File: config.mk
export PLATFORM = sky130hd
export DESIGN_NAME = rcservo_frame_scheduler
export DESIGN_NICKNAME = d
export VERILOG_FILES = /design/src/rtl/rcservo_frame_scheduler_pkg.sv /design/src/rtl/rcservo_frame_scheduler_pos_integrator.sv /design/src/rtl/rcservo_frame_scheduler.sv
export SDC_FILE = /design/constraint.sdc
export NUM_CORES = 1
export LEC_CHECK = 0
export ABC_AREA = 0
export CAP_MARGIN = 30
export CORE_AREA = 2 2 185 187
export DETAILED_ROUTE_END_ITERATION = 10
export DIE_AREA = 0 0 187 189
export PLACE_DENSITY = 0.77
export RECOVER_POWER = 100
export SYNTH_ARGS = -nofsm -noshare
export SYNTH_HDL_FRONTEND = slang
export SYNTH_SLANG_ARGS = --single-unit
File: constraint.sdc
create_clock -name clk -period 8.4 [get_ports clk]
set_input_delay 1.68 -clock clk [delete_from_list [all_inputs] [get_ports clk]]
set_output_delay 1.68 -clock clk [all_outputs]
set_load 0.01 [all_outputs]
File: src/rtl/rcservo_frame_scheduler_pkg.sv
// Shared definitions for the RC-servo frame scheduler: FSM encodings,
// position width and the parameter legality rule.
package rcservo_frame_scheduler_pkg;

  localparam int POS_W = 32;

  localparam logic [2:0] ST_IDLE   = 3'd0;
  localparam logic [2:0] ST_UPDATE = 3'd1;
  localparam logic [2:0] ST_PULSE  = 3'd2;
  localparam logic [2:0] ST_GAP    = 3'd3;
  localparam logic [2:0] ST_WAIT   = 3'd4;

  // All slots plus the update phase must fit in one frame, and every
  // possible pulse width must be positive and fit inside its slot.
  function automatic bit params_legal(int ch, int frame_len, int slot_len,
                                      int center, int minmax);
    return (ch >= 1) && (ch + ch * slot_len <= frame_len) &&
           (center + minmax <= slot_len) && (center > minmax);
  endfunction

endpackage

File: src/rtl/rcservo_frame_scheduler_pos_integrator.sv
// Combinational velocity-to-position step: scale, slew-clamp, then
// saturating add into the +/- SERVO_MINMAX window.
module rcservo_pos_integrator
  import rcservo_frame_scheduler_pkg::*;
#(
  parameter int VEL_SHIFT    = 8,
  parameter int MAX_SLEW     = 256,
  parameter int SERVO_MINMAX = 24000
) (
  input  logic signed [POS_W-1:0] pos,
  input  logic signed [POS_W-1:0] cmd,
  output logic signed [POS_W-1:0] pos_next
);

  localparam logic signed [POS_W:0] SLEW_HI = (POS_W+1)'(MAX_SLEW);
  localparam logic signed [POS_W:0] SLEW_LO = -SLEW_HI;
  localparam logic signed [POS_W:0] LIM_HI  = (POS_W+1)'(SERVO_MINMAX);
  localparam logic signed [POS_W:0] LIM_LO  = -LIM_HI;

  logic signed [POS_W-1:0] shifted;
  logic signed [POS_W:0]   delta;
  logic signed [POS_W:0]   sum;

  always_comb begin
    shifted = cmd >>> VEL_SHIFT;
    delta   = {shifted[POS_W-1], shifted};
    if (delta > SLEW_HI)
      delta = SLEW_HI;
    else if (delta < SLEW_LO)
      delta = SLEW_LO;
    // One extra bit keeps the sum exact before saturation.
    sum = {pos[POS_W-1], pos} + delta;
    if (sum > LIM_HI)
      sum = LIM_HI;
    else if (sum < LIM_LO)
      sum = LIM_LO;
    pos_next = sum[POS_W-1:0];
  end

endmodule

File: src/rtl/rcservo_frame_scheduler.sv
// Frame scheduler for CHANNELS RC servos: one shared integrator updates
// positions round-robin, then each channel pulses in its own slot.
module rcservo_frame_scheduler
  import rcservo_frame_scheduler_pkg::*;
#(
  parameter int CHANNELS     = 4,
  parameter int FRAME_LEN    = 480000,
  parameter int SLOT_LEN     = 110000,
  parameter int SERVO_CENTER = 72000,
  parameter int SERVO_MINMAX = 24000,
  parameter int VEL_SHIFT    = 8,
  parameter int MAX_SLEW     = 256
) (
  input  logic                      clk,
  input  logic                      reset,
  input  logic                      enable,
  input  logic [32*CHANNELS-1:0]    jointFreqCmd,
  output logic [32*CHANNELS-1:0]    jointFeedback,
  output logic [CHANNELS-1:0]       PWM,
  output logic                      frame_start,
  output logic                      busy,
  output logic [2:0]                dbg_state
);

  localparam int CH_W = (CHANNELS > 1) ? $clog2(CHANNELS) : 1;
  localparam logic [CH_W-1:0] LAST_CH = CH_W'(CHANNELS - 1);

  if (!params_legal(CHANNELS, FRAME_LEN, SLOT_LEN, SERVO_CENTER, SERVO_MINMAX)) begin : g_bad_params
    $error("rcservo_frame_scheduler: illegal parameter combination");
  end

  logic [2:0]              state, st_n;
  logic [31:0]             frame_cnt, fc_n;
  logic [31:0]             slot_cnt, sc_n;
  logic [31:0]             width_q, wid_n;
  logic [CH_W-1:0]         ch_idx, ch_n, start_ch;
  logic [CHANNELS-1:0]     pwm_n;
  logic signed [POS_W-1:0] pos [CHANNELS];
  logic signed [POS_W-1:0] int_out, latch_pos;
  logic                    upd, slot_done, start, go_idle, wrap;

  rcservo_pos_integrator #(
    .VEL_SHIFT    (VEL_SHIFT),
    .MAX_SLEW     (MAX_SLEW),
    .SERVO_MINMAX (SERVO_MINMAX)
  ) u_integrator (
    .pos      (pos[ch_idx]),
    .cmd      (jointFreqCmd[32*ch_idx +: 32]),
    .pos_next (int_out)
  );

  // Valid/ready is not used here: commands are level inputs sampled in the
  // owning channel's UPDATE cycle, outputs are plain registered levels.
  always_comb begin
    st_n      = state;
    fc_n      = frame_cnt + 32'd1;
    sc_n      = slot_cnt + 32'd1;
    ch_n      = ch_idx;
    wid_n     = width_q;
    pwm_n     = PWM;
    upd       = 1'b0;
    slot_done = 1'b0;
    start     = 1'b0;
    go_idle   = 1'b0;
    wrap      = 1'b0;
    start_ch  = '0;
    latch_pos = '0;
    case (state)
      ST_IDLE: begin
        fc_n  = '0;
        sc_n  = '0;
        ch_n  = '0;
        pwm_n = '0;
        if (enable) st_n = ST_UPDATE;
      end
      ST_UPDATE: begin
        upd = 1'b1;
        if (ch_idx == LAST_CH) begin
          if (enable) start = 1'b1;
          else        go_idle = 1'b1;
        end else begin
          ch_n = ch_idx + 1'b1;
        end
      end
      ST_PULSE: begin
        // A running pulse ignores enable until its full width has elapsed.
        if (slot_cnt == width_q - 32'd1) begin
          pwm_n = '0;
          if (!enable)                       go_idle = 1'b1;
          else if (slot_cnt == SLOT_LEN - 1) slot_done = 1'b1;
          else                               st_n = ST_GAP;
        end
      end
      ST_GAP: begin
        if (!enable)                       go_idle = 1'b1;
        else if (slot_cnt == SLOT_LEN - 1) slot_done = 1'b1;
      end
      ST_WAIT: begin
        if (frame_cnt == FRAME_LEN - 1) wrap = 1'b1;
        else if (!enable)               go_idle = 1'b1;
      end
      default: go_idle = 1'b1;
    endcase

    if (slot_done) begin
      if (ch_idx != LAST_CH) begin
        start    = 1'b1;
        start_ch = ch_idx + 1'b1;
      end else if (frame_cnt == FRAME_LEN - 1) begin
        wrap = 1'b1;
      end else begin
        st_n = ST_WAIT;
      end
    end

    if (wrap) begin
      fc_n = '0;
      sc_n = '0;
      ch_n = '0;
      st_n = enable ? ST_UPDATE : ST_IDLE;
    end

    if (start) begin
      // Channel updated this very cycle (CHANNELS==1) needs the fresh value.
      latch_pos = (upd && ch_idx == start_ch) ? int_out : pos[start_ch];
      st_n      = ST_PULSE;
      ch_n      = start_ch;
      sc_n      = '0;
      wid_n     = SERVO_CENTER + latch_pos;
      pwm_n     = '0;
      pwm_n[start_ch] = 1'b1;
    end

    if (go_idle) begin
      st_n  = ST_IDLE;
      fc_n  = '0;
      sc_n  = '0;
      ch_n  = '0;
      pwm_n = '0;
    end
  end

  always_ff @(posedge clk) begin
    if (reset) begin
      state     <= ST_IDLE;
      frame_cnt <= '0;
      slot_cnt  <= '0;
      ch_idx    <= '0;
      width_q   <= '0;
      PWM       <= '0;
      for (int k = 0; k < CHANNELS; k++) pos[k] <= '0;
    end else begin
      state     <= st_n;
      frame_cnt <= fc_n;
      slot_cnt  <= sc_n;
      ch_idx    <= ch_n;
      width_q   <= wid_n;
      PWM       <= pwm_n;
      if (upd) pos[ch_idx] <= int_out;
    end
  end

  for (genvar k = 0; k < CHANNELS; k++) begin : g_fb
    assign jointFeedback[32*k +: 32] = pos[k];
  end

  assign busy        = (state != ST_IDLE);
  assign frame_start = busy && (frame_cnt == 32'd0);
  assign dbg_state   = state;

endmodule

==> qor.yml <==
holdPathEnd: "frame_cnt[0]"
gp_congestion: 0.991
rows: 67
io_pins: 268
critPathLaunchType: "primary input"
report.final.setup_viol: 0
cts_tree: "yes"
drive_gt1_frac: 0.169
drt-pass1-iter-count: 6
fmax_mhz: 122
syn_inst: 1837
leakagePower_nw: 8.25
placed_area_um2: 20500
hpwl_um: 43600
final_nets: 2366
critPathKind: "primary input to flop"
grt_pass1_vias: 15900
worst_setup_path_end_kind: "flop"
synth_seq_area_share: 0.365
hold_slack_ns: 0.472
drtIter0Drc: 1891
cts.path.max_buffers: 3
cts.clk_slew.worst_paths_ns: 0.06
rsz0062_at_grt: "no"
fp.dieH_um: 189
synth_nets: 2008
ys.flop_type: "edfxtp_1"
initial_core_util: 0.492
syn-cell-area_um2: 16400
fin_crit_sh: 0.974
drcViolationCount: 0
slowest_stage: "or4b_2"
htree_levels: 1
slowest_delay_ns: 0.64
cts_hold_buf: 0
utilization: 0.641
power_density_nw_per_um2: 165
ff2ff_setup_slack_ns: 0.74
vias_per_cell: 6.26
p_sw_mw: 1.10
synth.distinct_cells: 103
clk_latency_ns: 0.54
drv_cap: 5
synth_edf_count: 128
antenna_found_initial: 1
io_buffers: 235
final.setup_skew_ns: 0.0119
clock-sinks: 235
core_um2: 33300
status: "finished, violations left"
rr_startpoint: "width_q[0]"
combPwrFrac: 0.305
period_needed_ns: 8.18
p_sw_frac: 0.313
drv_slew: 155
min_path_type: "flop to flop"
vdd_drop_max_mv: 0.169
dr_total_vias: 16700
wl_per_cell_um: 21.8
grt_pass1_wl_um: 89600
min_path_cells: 1
root_buffer: "clkbuf_16"
die_width_um: 187
drt_wl_total_um: 58100
fp.dieArea_um2: 35300
stdcell_area_um2: 21300
post-place-ws_ns: -0.680
synthArstFlopShare: 0
syn2layout_area_growth_pct: 30.2
ys_seq_elements: 235
diodes: 0
rr_endpoint: "width_q[30]"
cts-buffers-inserted: 26
critPathMostFrequentCell: "buf_4"
tightest_slew_ns: 2.38
seq_area_um2: 5990
hp-start: "frame_cnt[0]"
seq_power_share: 0.371
multiInputGateArea_um2: 9930
drtAntennaViolNets: 0
cp.required_ns: 8.87
hold_violations: 0
avgSynthCellArea_um2: 8.92
worstRegToRegCells: 15
intPower_mw: 2.42
critPathMaxFanout: 6
nFillCells: 2821
synth_warnings: 0
final.setup.tns_ns: 0
setup_slack_ns: 0.223
arrival_ns: 8.65
grt_max_degree: 45
relSlewSlack: -0.606
grt_overflow: 0
grt_usage: 0.319
clkPwrFrac: 0.324
violations: "max-capacitance violations, max-slew violations"
power by group through the flow:
stage | clock, mW | sequential, mW | combinational [mW]
final | 1.14 | 1.31 | 1.07
after detailed placement | 0 | 1.33 | 1.04
after global routing | 1.19 | 1.31 | 1.15
after floorplan | 0 | 1.32 | 0.523
after global placement | 0 | 1.33 | 1.02
after CTS | 1.14 | 1.30 | 1.05
layout make-up:
type / instances / area share
multi-input combinational: 1458 / 0.466
clock buffer: 41 / 0.0365
timing repair buffer: 446 / 0.183
inverter: 28 / 0.00493
sequential: 235 / 0.281
tap: 448 / 0.0263
clock inverter: 7 / 0.00305
state kept, by name, indices dropped and copies added, names as in the netlist, named ones only:
signal / flops
pos: 128
frame_cnt: 32
slot_cnt: 32
width_q: 32
PWM: 4
dbg_state: 3
ch_idx: 2
critical path: cells and delay by family:
kind	cells	cell delay, ns
mux	1	0.53
xor+xnor	1	0.14
fa+ha+maj	2	0.55
simple gates	11	2.52
buf+inv	6	1.22
compound gates	8	1.98
layer usage:
layer / share of wire / GRT usage / vias up
li1: - / - / 7535
met5: 0.00022 / 0 / -
met1: 0.40 / 0.436 / 7957
met3: 0.11 / 0.0584 / 163
met4: 0.040 / 0.124 / 2
met2: 0.45 / 0.506 / 1011
worst max-delay path by stage:
stage	from	to	slack, ns
3_3_place_gp	jointFreqCmd[118]	width_q[22]	-0.54
2_1_floorplan	jointFreqCmd[62]	width_q[26]	0.39
4_1_cts	jointFreqCmd[59]	width_q[29]	0.03
5_1_grt	jointFreqCmd[91]	width_q[31]	0.003
6_report	jointFreqCmd[81]	width_q[27]	0.22
3_5_place_dp	jointFreqCmd[59]	width_q[22]	-0.68
cell families after synthesis:
family / synth area share
fa+ha+maj: 0.0310
mux: 0.0884
simple gates: 0.253
xor+xnor: 0.0679
buf+inv: 0.0358
compound gates: 0.158
flops: 0.365
cells in the final DEF (no fill, tap or decap), types with 22 or more instances in the layout:
cell type        netlist  routed
nand4_1               34      34
nand2_1              177     177
nor3_1                26      26
nor2_1               323     320
o211ai_1              24      24
nand3_1               64      64
xor2_1                58      58
dfxtp_1              107     104
and3_1                49      49
ha_1                  39      38
a21oi_1               97      93
dlygate4sd3_1          0     138
and2_1                22      22
edfxtp_1             128     128
clkbuf_16              0      28
inv_1                 27      27
nor4_1                27      25
xnor2_1               69      68
buf_4                  1     198
mux4_2                56      56
clkdlybuf4s50_1        0      97
o21ai_0               52      51
stage by stage:
| step | cells | power (mW) |
|---|---|---|
| 2_1_floorplan | 1837 | 1.84 |
| 3_3_place_gp | 2609 | 2.35 |
| 3_5_place_dp | 2611 | 2.37 |
| 4_1_cts | 2659 | 3.50 |
| 5_1_grt | 2663 | 3.64 |
| 6_report | 2663 | 3.52 |
synthesized netlist by cell type, types with 8 or more instances:
cell type / instances / share of area
o21ai_0: 52 / 0.016
mux4_2: 56 / 0.077
a21oi_1: 97 / 0.030
buf_1: 9 / 0.0021
o31ai_1: 10 / 0.0046
or3_1: 16 / 0.0061
a211oi_1: 24 / 0.011
o211ai_1: 24 / 0.011
mux2i_1: 15 / 0.0092
a2111oi_0: 9 / 0.0048
xnor2_1: 69 / 0.037
a21o_1: 10 / 0.0046
a31oi_1: 21 / 0.0080
ha_1: 39 / 0.030
xor2_1: 58 / 0.031
and2_1: 22 / 0.0084
nand4_1: 34 / 0.013
edfxtp_1: 128 / 0.23
nand2_1: 177 / 0.041
nand4b_1: 8 / 0.0043
buf_2: 9 / 0.0027
nor2_1: 323 / 0.074
and3_1: 49 / 0.019
or2_2: 14 / 0.0053
dfxtp_1: 107 / 0.13
nor3_1: 26 / 0.0079
nand2b_1: 13 / 0.0050
nand3_1: 64 / 0.020
o2111ai_1: 8 / 0.0043
nor2b_1: 11 / 0.0042
or4_1: 12 / 0.0055
nor4_1: 27 / 0.010
clkbuf_1: 92 / 0.021
inv_1: 27 / 0.0062
a22oi_1: 13 / 0.0060
o21a_1: 12 / 0.0055
repair_timing:
item | CTS | global route
gates resized for setup | 3 | 22
setup endpoints to repair | 7 | 23
cloned | 0 | 0
pin swaps | 1 | 7
endpoints found under the hold margin | 0 | 0
setup buffers | 0 | 4
(Power assumes the default switching activity.)
